$ cat src/rtl/driver_motor_paso.sv
`default_nettype none
// ============================================================================
// Module      : driver_motor_paso
// Description : Full-step stepper motor driver. Steps at a prescaled tick rate
//               in the commanded direction, holds torque while stopped, waits
//               a programmable number of ticks on direction reversal, and
//               refuses to step past 0 or POS_MAX.
// Revision    : 1.0 - initial release
// ============================================================================
module driver_motor_paso #(
    parameter int          PRESCALE    = 50000,
    parameter int          DWELL_TICKS = 4,
    parameter logic [15:0] POS_MAX     = 16'd3600
) (
    input  logic        clk,
    input  logic        rst,
    input  logic [1:0]  mover,
    output logic [3:0]  bobinas,
    output logic [15:0] pos_actual,
    output logic        paso,
    output logic        ocupado,
    output logic        limite
);

    localparam logic [1:0]  c_IDLE    = 2'd0;
    localparam logic [1:0]  c_RUN_CW  = 2'd1;
    localparam logic [1:0]  c_RUN_CCW = 2'd2;
    localparam logic [1:0]  c_DWELL   = 2'd3;

    localparam logic [15:0] c_PRESC_LAST = 16'(PRESCALE - 1);
    localparam logic [7:0]  c_DWELL_INIT = 8'(DWELL_TICKS);

    logic [1:0]  r_mover_q;
    logic [1:0]  r_state;
    logic [15:0] r_presc;
    logic [7:0]  r_dwell;
    logic [1:0]  r_phase;
    logic [3:0]  r_bobinas;
    logic [15:0] r_pos;
    logic        r_paso;
    logic        r_limite;

    logic [1:0]  w_state_nxt;
    logic [15:0] w_presc_nxt;
    logic [7:0]  w_dwell_nxt;
    logic [1:0]  w_phase_nxt;
    logic [3:0]  w_bobinas_nxt;
    logic [15:0] w_pos_nxt;
    logic        w_paso_nxt;
    logic        w_limite_nxt;
    logic        w_tick;
    logic        w_cw;
    logic        w_ccw;

    // The invalid code 10 falls through both decodes and so behaves as stop.
    assign w_cw    = (r_mover_q == 2'b01);
    assign w_ccw   = (r_mover_q == 2'b11);
    assign w_tick  = (r_state != c_IDLE) && (r_presc == c_PRESC_LAST);

    assign bobinas    = r_bobinas;
    assign pos_actual = r_pos;
    assign paso       = r_paso;
    assign limite     = r_limite;
    assign ocupado    = (r_state != c_IDLE);

    // State register and all registered outputs; reset is immediate.
    always_ff @(posedge clk or posedge rst) begin
        if (rst) begin
            r_mover_q <= 2'b00;
            r_state   <= c_IDLE;
            r_presc   <= 16'd0;
            r_dwell   <= 8'd0;
            r_phase   <= 2'd0;
            r_bobinas <= 4'b1000;
            r_pos     <= 16'd0;
            r_paso    <= 1'b0;
            r_limite  <= 1'b0;
        end else begin
            r_mover_q <= mover;
            r_state   <= w_state_nxt;
            r_presc   <= w_presc_nxt;
            r_dwell   <= w_dwell_nxt;
            r_phase   <= w_phase_nxt;
            r_bobinas <= w_bobinas_nxt;
            r_pos     <= w_pos_nxt;
            r_paso    <= w_paso_nxt;
            r_limite  <= w_limite_nxt;
        end
    end

    // Next-state, prescaler, position/phase stepping and limit handling.
    always_comb begin
        w_state_nxt  = r_state;
        w_presc_nxt  = (r_state == c_IDLE) ? 16'd0 :
                       (w_tick ? 16'd0 : r_presc + 16'd1);
        w_dwell_nxt  = r_dwell;
        w_phase_nxt  = r_phase;
        w_pos_nxt    = r_pos;
        w_paso_nxt   = 1'b0;
        w_limite_nxt = r_limite;

        case (r_state)
            c_IDLE: begin
                w_limite_nxt = 1'b0;
                if (w_cw) begin
                    w_state_nxt = c_RUN_CW;
                end else if (w_ccw) begin
                    w_state_nxt = c_RUN_CCW;
                end
            end
            c_RUN_CW: begin
                if (w_tick) begin
                    if (w_cw) begin
                        if (r_pos >= POS_MAX) begin
                            w_limite_nxt = 1'b1;
                        end else begin
                            w_pos_nxt    = r_pos + 16'd1;
                            w_phase_nxt  = r_phase + 2'd1;
                            w_paso_nxt   = 1'b1;
                            w_limite_nxt = 1'b0;
                        end
                    end else if (w_ccw) begin
                        w_state_nxt = c_DWELL;
                        w_dwell_nxt = c_DWELL_INIT;
                    end else begin
                        w_state_nxt  = c_IDLE;
                        w_limite_nxt = 1'b0;
                    end
                end
            end
            c_RUN_CCW: begin
                if (w_tick) begin
                    if (w_ccw) begin
                        if (r_pos == 16'd0) begin
                            w_limite_nxt = 1'b1;
                        end else begin
                            w_pos_nxt    = r_pos - 16'd1;
                            w_phase_nxt  = r_phase - 2'd1;
                            w_paso_nxt   = 1'b1;
                            w_limite_nxt = 1'b0;
                        end
                    end else if (w_cw) begin
                        w_state_nxt = c_DWELL;
                        w_dwell_nxt = c_DWELL_INIT;
                    end else begin
                        w_state_nxt  = c_IDLE;
                        w_limite_nxt = 1'b0;
                    end
                end
            end
            c_DWELL: begin
                if (w_tick) begin
                    w_dwell_nxt = r_dwell - 8'd1;
                    if (r_dwell == 8'd1) begin
                        if (w_cw) begin
                            w_state_nxt = c_RUN_CW;
                        end else if (w_ccw) begin
                            w_state_nxt = c_RUN_CCW;
                        end else begin
                            w_state_nxt  = c_IDLE;
                            w_limite_nxt = 1'b0;
                        end
                    end
                end
            end
            default: begin
                w_state_nxt = c_IDLE;
            end
        endcase

        // One-hot coil pattern walks right as the phase index rises.
        w_bobinas_nxt = 4'b1000 >> w_phase_nxt;
    end

endmodule
`default_nettype wire

$ cat config.mk
export PLATFORM = sky130hd
export DESIGN_NAME = driver_motor_paso
export DESIGN_NICKNAME = d
export VERILOG_FILES = /design/src/rtl/driver_motor_paso.sv
export SDC_FILE = /design/constraint.sdc
export NUM_CORES = 1
export LEC_CHECK = 0
export BUFFER_PORTS_ARGS = -buffer_cell sky130_fd_sc_hd__buf_2
export CAP_MARGIN = 5
export CORE_MARGIN = 2
export CORE_UTILIZATION = 48
export CTS_CLUSTER_DIAMETER = 150
export DETAILED_ROUTE_END_ITERATION = 8
export PLACE_DENSITY = 0.66
export SLEW_MARGIN = 20
export SYNTH_ARGS = -nofsm -noshare
export SYNTH_HDL_FRONTEND = slang
export SYNTH_SLANG_ARGS = --single-unit
$ cat constraint.sdc
create_clock -name clk -period 3.9 [get_ports clk]
set_input_delay 0.78 -clock clk [delete_from_list [all_inputs] [get_ports clk]]
set_output_delay 0.78 -clock clk [all_outputs]
set_load 0.1 [all_outputs]
==> results by group, run 1 <==
Drt
  – Via-per-instance ratio: 5.775
  – Detailed Route WL: 6.821 mm
  – DRC: 0
  – WL per Instance: 15.19 um
  – Via count: 2593
  – Initial DRC count: 97
  – Antenna Violating Nets Remaining: 0
  – DRT Pass-1 Iters: 4

GRT
  – Vias in the first global route: 2474
  – Largest net degree at the start of global routing: 32
  – Initial antenna violation count: 0
  – First-pass GRT wire length: 11.74 mm
  – Grt total ovfl: 0
  – Gr usage total: 19.63%

Worst setup path
  – Crit Path Category: register to register
  – Flop-to-flop setup slack: 0.88 ns
  – Max stage delay on crit path: 0.46 ns
  – Maximum fanout along the worst path: 11
  – Worst setup path startpoint: r_state[0]
  – Worst Setup End Kind: register
  – Setup crit end: pos_actual[15]
  – Reg2reg start: r_state[0]
  – Critical R2R Capture: pos_actual[15]
  – Crit path max-delay cell type: ha_1
  – Cells along the critical path: inv_1, ha_1, ha_1, a2111oi_0, o21ai_0, nand2_1, o211ai_1, a2111oi_0, or3_1, o41ai_1
  – Cells on worst reg2reg path: 10
  – Worst Setup Start Kind: register
  – Worst path required time: 4.10 ns
  – CP arrival: 3.21 ns

Run status
  – Outcome: finished clean

Final layout
  – FILL cells: 569
  – Layout net count: 397
  – Share of layout cells above drive strength 1: 15.59%
  – Final core utilization: 55.19%
  – Antenna Cells: 0
  – Post-route insts no fill: 449
  – Layout area overhead: 9.509%

Power and ir drop
  – Worst VDD drop: 255.3 uV
  – Pwr Total: 1753 uW
  – Pwr dens: 494.6 nW/um2
  – P_leak: 0.001680 uW

Floorplanning
  – Die height: 86.12 um
  – FP Rows: 29
  – Core ar.: 6422 um2
  – Die width: 86.12 um
  – Initial Util: 50.40%
  – I/O Pins: 27
  – Die Area: 7417 um2

Synth
  – Cells after Synth: 343
  – Synth Cell Area: 3237 um2
  – Average instance area after synthesis: 9.437 um2
  – Number of synthesized flops with an enable pin: 0
  – Warnings from Yosys: 0
  – Synth async-reset ratio: 100.0%
  – Seq/Total Area, Yosys: 40.24%
  – Synth Flop Type: dfrtp_1
  – Syn_nets: 369
  – Synth Register Bits: 52
  – Netlist cell types: 59

STA
  – Unrepaired setup endpoints after global routing: no
  – Setup slack after layout: 0.8847 ns
  – Fin Clk Skew: 0.009118 ns
  – TNS Setup: 0 ns
  – Max-Slew Margin vs Limit: 66.66%
  – Fin crit share: 77.32%
  – Final Hold Fails: 0
  – Least-Margin Pin Slew: 0.5001 ns
  – Tmin final: 3.015 ns
  – Fmax: 331.6 MHz
  – Pins Over Slew Limit: 0
  – Final setup fails: 0

CTS
  – Root Buffer: clkbuf_8
  – TritonCTS Sinks: 52
  – Worst-Skew Late Latency: 0.31 ns
  – Cts hold-fix bufs: 0
  – Postcts setup bufs: 0
  – Clock Path Buffers: 2
  – CTS buffer count: 5
  – Clock transition at the registers of the reported paths: 0.10 ns
  – PostCTS Resize Cnt: 0
  – H-tree levels: 2
  – CTS tree: done

Placed design
  – Hpwl dp: 5.008 mm
  – Port bufs: 26
  – Pre-CTS setup slack: 0.9108 ns
  – Inst Count DP: 441
  – RePlAce Congestion: 0.8607

Hold path
  – Worst Hold Class: input port to async pin

Flow run
  – Maxcap violations: 0
report_power, final:
part           leakage [uW]  total [uW]  switching [uW]  internal, uW
clock             0.0000558         379             185           194
combinational      0.000917         759             496           264
sequential         0.000708         615            38.8           576
total               0.00168        1750             719          1030
stage by stage:
stage | hold slack [ns] | instance area (um2)
3_3_place_gp | 0.4500 | 3433
6_report | 0.4672 | 3545
5_1_grt | 0.5049 | 3545
3_5_place_dp | 0.4543 | 3433
2_1_floorplan | 0.4251 | 3237
4_1_cts | 0.4678 | 3545
critical path, delay by kind of cell (launching register included):
kind                       cells  cell delay (ns)
AOI/OAI and AO/OA              5             1.20
and+or+nand+nor                2             0.34
adders and majority gates      2             0.84
DFF                            1             0.41
buffers and inverters          1             0.10
Yosys cell counts, types with 5 or more instances:
library cell	number	area, um2
a21o_1	5	37.54
a21oi_1	12	60.06
and3_1	6	37.54
clkbuf_1	5	18.77
dfrtp_1	51	1276
ha_1	21	262.8
inv_1	11	41.29
nand2_1	32	120.1
nand3_1	14	70.07
nor2_1	33	123.9
nor3_1	10	50.05
nor4_1	5	31.28
o211ai_1	5	37.54
o21ai_0	28	140.1
xnor2_1	10	87.58
xor2_1	18	157.7
sequential cells by signal, indices dropped and copies added (netlist names):
name        flops
r_presc        16
limite          1
r_mover_q       2
r_dwell         8
paso            1
pos_actual     16
r_state         2
r_phase         2
bobinas         4
metal layers:
layer / routed length [um] / global-route usage, % / share of wire [%] / up-vias
li1: - / - / - / 1306
met1: 3401 / 27.99 / 50 / 1238
met2: 3164 / 31.29 / 46 / 42
met3: 176 / 3.272 / 2.6 / 7
met4: 78 / 4.762 / 1.1 / 0
met5: 0 / 0 / 0 / -
placed cells by master, fill, tap and decap left out, types with 3 or more instances in the layout:
cell and count:
a21o_1 5, nand3_1 14, and3_1 6, nand2b_1 3
nor2b_1 4, a2111oi_0 3, inv_1 10, clkbuf_8 5
xor2_1 18, or3_1 4, o211ai_1 5, mux2_2 3
a21oi_1 12, nor3_1 10, ha_1 21, o21bai_1 3
buf_4 4, buf_2 26, nor4_1 5, nand2_1 32
nor2_1 33, a211oi_1 4, a31oi_1 3, o21ai_0 28
xnor2_1 10, dfrtp_1 51
logic make-up (layout without fill, tap and decap cells):
logic type	Yosys count	after routing	synth area share [%]
adders and majority gates	22	22	8.736
xor gates and xnor gates	28	28	7.576
buffers and inverters	20	49	3.131
DFF	52	52	40.24
and+or+nand+nor	126	126	19.68
muxes	6	6	2.164
AOI/OAI and AO/OA	89	89	18.48
how the worst min path moves through the flow:
stage,slack (ns),to,cells after the start
finish,0.47,pos_actual[13],2
global route,0.50,r_presc[0],1
CTS,0.47,pos_actual[13],2
detailed placement,0.45,r_presc[0],1
global placement,0.45,r_presc[0],1
floorplan,0.43,r_presc[0],1
final cells by class:
class / count / area [um2] / share of cell area, %
tap: 77 / 96.34 / 2.718
clock buffer: 6 / 72.57 / 2.047
clock inverter: 2 / 38.79 / 1.094
inverter: 11 / 41.29 / 1.165
sequential: 52 / 1303 / 36.75
multi-input combinational: 271 / 1833 / 51.71
timing repair buffer: 30 / 160.2 / 4.518
Power figures use the tool's default switching activity.
==> run 2: changes to the inputs <==
==> constraint.sdc (replaced) <==
create_clock -name clk -period 3.15 [get_ports clk]
set_input_delay 0.63 -clock clk [delete_from_list [all_inputs] [get_ports clk]]
set_output_delay 0.63 -clock clk [all_outputs]
set_load 0.1 [all_outputs]
==> results by group, run 2 (synthesized netlist as in run 1, its figures left out) <==
Worst setup path
  – Maximum fanout along the worst path: 8
  – Worst setup path startpoint: r_state[0]
  – Reg2reg start: r_state[0]
  – Worst Setup End Kind: register
  – Worst path required time: 3.35 ns
  – CP arrival: 3.03 ns
  – Worst Setup Start Kind: register
  – Crit Path Category: register to register

Power and ir drop
  – Worst VDD drop: 369.5 uV
  – Pwr Total: 2101 uW
  – P_leak: 0.001678 uW
  – Pwr dens: 590.5 nW/um2

Floorplanning
  – Die height: 86.12 um
  – Initial Util: 50.40%
  – I/O Pins: 27
  – Die Area: 7417 um2
  – FP Rows: 29
  – Core ar.: 6422 um2
  – Die width: 86.12 um

Placed design
  – Port bufs: 26
  – RePlAce Congestion: 0.8882
  – Hpwl dp: 4.918 mm

STA
  – Fmax: 352.8 MHz
  – Hold_ws: 0.3178 ns
  – Pins Over Slew Limit: 0
  – Final setup fails: 0
  – Unrepaired setup endpoints after global routing: no
  – Least-Margin Pin Slew: 0.5195 ns
  – Tmin final: 2.835 ns
  – TNS Setup: 0 ns
  – Final Hold Fails: 0
  – Fin Clk Skew: 0.008917 ns
  – Max-Slew Margin vs Limit: 65.36%
  – Fin crit share: 89.99%

GRT
  – Initial antenna violation count: 0
  – Vias in the first global route: 2547
  – First-pass GRT wire length: 11.94 mm
  – Largest net degree at the start of global routing: 33
  – Busiest layer in global routing: met2
  – Gr usage total: 19.73%
  – Met1 usage: 29.17%
  – GR met2 Demand/Resource: 30.23%
  – Met3 GRT Util: 3.176%
  – Grt total ovfl: 0

Drt
  – DRT Pass-1 Iters: 4
  – DRC: 0
  – Antenna Violating Nets Remaining: 0
  – Detailed Route WL: 6.710 mm
  – Initial DRC count: 159
  – WL per Instance: 14.81 um
  – Via-per-instance ratio: 5.675
  – Via count: 2571

Flow run
  – Maxcap violations: 0

CTS
  – Postcts setup bufs: 0
  – Clock transition at the registers of the reported paths: 0.10 ns
  – CTS buffer count: 5
  – Worst-Skew Late Latency: 0.31 ns
  – H-tree levels: 2
  – Clock Path Buffers: 2
  – CTS tree: done
  – TritonCTS Sinks: 52
  – Root Buffer: clkbuf_8

Hold path
  – Worst Hold Class: input port to async pin

Final layout
  – Commonest non-fill, non-tap cell in the layout: dfrtp_1
  – Layout area overhead: 9.934%
  – Most frequent cells in the layout: dfrtp_1, nor2_1, nand2_1, o21ai_0, buf_2
  – Layout net count: 401
  – FILL cells: 623
  – Antenna Cells: 0
  – Share of layout cells above drive strength 1: 17.02%

Run status
  – Outcome: finished clean
[run 2: path summary, 6_finish.rpt]
check / endpoint / slack (ns) / depth (start not counted)
setup reg to reg: pos_actual[15] / 0.32 / 10
setup / recovery: pos_actual[15] / 0.32 / 10
hold reg to reg: r_presc[0] / 0.47 / 1
min in group clk: r_mover_q[0] / 0.43 / 1
max in group asynchronous: r_presc[15] / 2.05 / 3
hold / removal: pos_actual[12] / 0.32 / 2
[run 2: stage by stage]
| stage | utilization, % | area [um2] | cells | worst slack, ns |
|---|---|---|---|---|
| floorplan | - | 3241 | 343 | 0.09900 |
| global placement | 53.98 | 3467 | 445 | 0.3455 |
| detailed placement | 53.98 | 3467 | 445 | 0.2949 |
| CTS | 55.37 | 3556 | 453 | 0.2524 |
| global route | 55.41 | 3558 | 453 | 0.04822 |
| finish | 55.41 | 3558 | 453 | 0.3154 |
[run 2: layout make-up]
cell class	instances	area, um2	share of cell area [%]
clock inverter	2	16.27	0.4571
clock buffer	6	72.57	2.039
timing repair buffer	34	190.2	5.345
tap	77	96.34	2.707
inverter	11	45.04	1.266
sequential	52	1303	36.60
multi-input combinational	271	1836	51.58
[run 2: layer usage]
| metal | wire length [um] | part of all wire (%) |
|---|---|---|
| met5 | 0 | 0 |
| met4 | 58 | 0.86 |
| met3 | 203 | 3.0 |
| met2 | 3021 | 45 |
| met1 | 3427 | 51 |
[run 2: what timing repair did]
item / 4_1_cts / 5_1_grt
setup endpoints to repair: 0 / 2
hold buffers: 0 / 0
gates resized for setup: 0 / 1
[run 2: critical path: stages, from the launching register on]
cell and delay, ns:
dfrtp_1 0.41, inv_1 0.11, ha_2 0.28, ha_1 0.33, a2111oi_0 0.42, o21ai_0 0.21, nand2_1 0.19, o211ai_1 0.16
a2111oi_0 0.42, or3_1 0.17, o41ai_1 0.06
[run 2: report_power, final]
part | switching (uW) | internal, uW
Sequential | 48.7 | 713
Combinational | 611 | 346
Clock | 224 | 158
==> run 3: changes to the inputs <==
==> constraint.sdc (replaced) <==
create_clock -name clk -period 2.9 [get_ports clk]
set_input_delay 0.58 -clock clk [delete_from_list [all_inputs] [get_ports clk]]
set_output_delay 0.58 -clock clk [all_outputs]
set_load 0.1 [all_outputs]
==> results by group, run 3 (synthesized netlist as in run 1, its figures left out) <==
Run status
  – Outcome: finished clean

Floorplanning
  – Die height: 86.12 um
  – FP Rows: 29
  – Core ar.: 6422 um2
  – Die width: 86.12 um
  – I/O Pins: 27
  – Die Area: 7417 um2
  – Initial Util: 50.40%

CTS
  – H-tree levels: 2
  – Cts hold-fix bufs: 0
  – Postcts setup bufs: 0
  – Clock transition at the registers of the reported paths: 0.10 ns
  – Clock Path Buffers: 2
  – TritonCTS Sinks: 52
  – CTS tree: done
  – CTS buffer count: 5
  – Root Buffer: clkbuf_8
  – Worst-Skew Late Latency: 0.31 ns

GRT
  – Gr usage total: 19.94%
  – First-pass GRT wire length: 11.98 mm
  – Grt total ovfl: 0
  – Vias in the first global route: 2541
  – Initial antenna violation count: 0
  – Largest net degree at the start of global routing: 31

Power and ir drop
  – Clock Power Share: 18.4%
  – P_leak: 0.001719 uW
  – Psw: 996.6 uW
  – Flop pwr share: 35.6%
  – Gate power share: 46.0%
  – Power Internal: 1331 uW
  – Pwr dens: 641.1 nW/um2
  – Sw frac: 42.81%
  – Worst VDD drop: 455.3 uV

Drt
  – WL per Instance: 15.12 um
  – Via-per-instance ratio: 5.770
  – DRT Pass-1 Iters: 4
  – DRC: 0
  – Detailed Route WL: 6.909 mm
  – Via count: 2637
  – Initial DRC count: 144
  – Antenna Violating Nets Remaining: 0

Worst setup path
  – Reg2reg start: r_presc[4]
  – Crit path max-delay cell type: or4_4
  – CP arrival: 2.98 ns
  – Worst Setup End Kind: register
  – Crit-path leading delay family: simple AND/OR/NAND/NOR gates
  – Cells on worst reg2reg path: 6
  – Maximum fanout along the worst path: 7
  – Flop-to-flop setup slack: 0.12 ns
  – Worst path required time: 3.10 ns
  – Critical R2R Capture: r_state[1]
  – Max stage delay on crit path: 0.59 ns
  – Worst Setup Start Kind: register
  – Cells along the critical path: or4_4, or4_4, or4b_4, o21ai_2, o21ai_2, mux2_4
  – Crit Path Category: register to register
  – WP buf/inv: 0

STA
  – Fin crit share: 95.86%
  – Max-Slew Margin vs Limit: 56.05%
  – Setup slack after layout: 0.1199 ns
  – Final setup fails: 0
  – Least-Margin Pin Slew: 0.6583 ns
  – Final Hold Fails: 0
  – Unrepaired setup endpoints after global routing: no
  – TNS Setup: 0 ns
  – Fmax: 359.7 MHz
  – Tmin final: 2.780 ns
  – Fin Clk Skew: 0.01006 ns
  – Pins Over Slew Limit: 0

Final layout
  – Share of layout cells above drive strength 1: 20.26%
  – Antenna Cells: 0
  – Layout area overhead: 12.18%
  – Layout net count: 405
  – Commonest non-fill, non-tap cell in the layout: dfrtp_1
  – Most frequent cells in the layout: dfrtp_1, nor2_1, nand2_1, o21ai_0, buf_2
  – Post-route insts no fill: 457

Placed design
  – Inst Count DP: 449
  – Pre-CTS setup slack: 0.1020 ns
  – Port bufs: 26
  – RePlAce Congestion: 0.8872
  – Hpwl dp: 5.127 mm

Flow run
  – Maxcap violations: 0

Hold path
  – Worst Hold Class: input port to async pin
## run 3: cell types whose count changed in the layout (fill, tap and decap cells not counted), sizes merged
cell,before,now
clkbuf,6,5
inv,10,11
buf,34,38
## run 3: worst max-delay path by stage
stage / start / slack (ns) / to / depth (start not counted)
final: r_presc[4] / 0.12 / r_state[1] / 6
after floorplan: r_state[1] / 0.02 / r_state[1] / 11
after global placement: r_presc[4] / 0.16 / r_state[1] / 6
after global routing: r_state[0] / 0.003 / pos_actual[10] / 11
after CTS: r_state[0] / 0.09 / pos_actual[15] / 11
after detailed placement: r_state[0] / 0.10 / pos_actual[15] / 11
## run 3: through the flow
step / hold WS [ns] / total power, uW / util, % / area, um2
2_1_floorplan: 0.4251 / 1675 / - / 3248
3_3_place_gp: 0.4652 / 1865 / 54.57 / 3505
3_5_place_dp: 0.4665 / 1881 / 54.57 / 3505
4_1_cts: 0.3670 / 2315 / 55.97 / 3595
5_1_grt: 0.3598 / 2482 / 56.54 / 3631
6_report: 0.3400 / 2328 / 56.54 / 3631
## run 3: routing by layer
layer,share of wire (%),routed length [um],vias to the layer above,GRT usage [%]
met5,0,0,-,0
met1,50,3429,1272,29.08
met3,2.7,188,7,2.310
li1,-,-,1316,-
met4,0.91,63,0,6.349
met2,47,3227,42,31.01
## run 3: what timing repair did
| action | CTS | global route |
|---|---|---|
| endpoints found under the hold margin | 0 | 0 |
| gates resized for setup | 0 | 10 |
| setup endpoints to repair | 0 | 3 |
## run 3: layout make-up
cell class | instances | area (um2)
Fill cell | 561 | 2791
Multi-Input combinational cell | 271 | 1877
Sequential cell | 52 | 1303
Timing Repair Buffer | 38 | 220.2
Tap cell | 77 | 96.34
Clock buffer | 5 | 68.82
Inverter | 11 | 45.04
Clock inverter | 3 | 21.27
## run 3: power by group through the flow
stage                     logic (uW)  registers (uW)  clock network (uW)
after floorplan                  814             862                   0
after global placement          1030             839                   0
after detailed placement        1040             843                   0
after CTS                       1050             828                 440
after global routing            1180             838                 462
final                           1070             829                 428
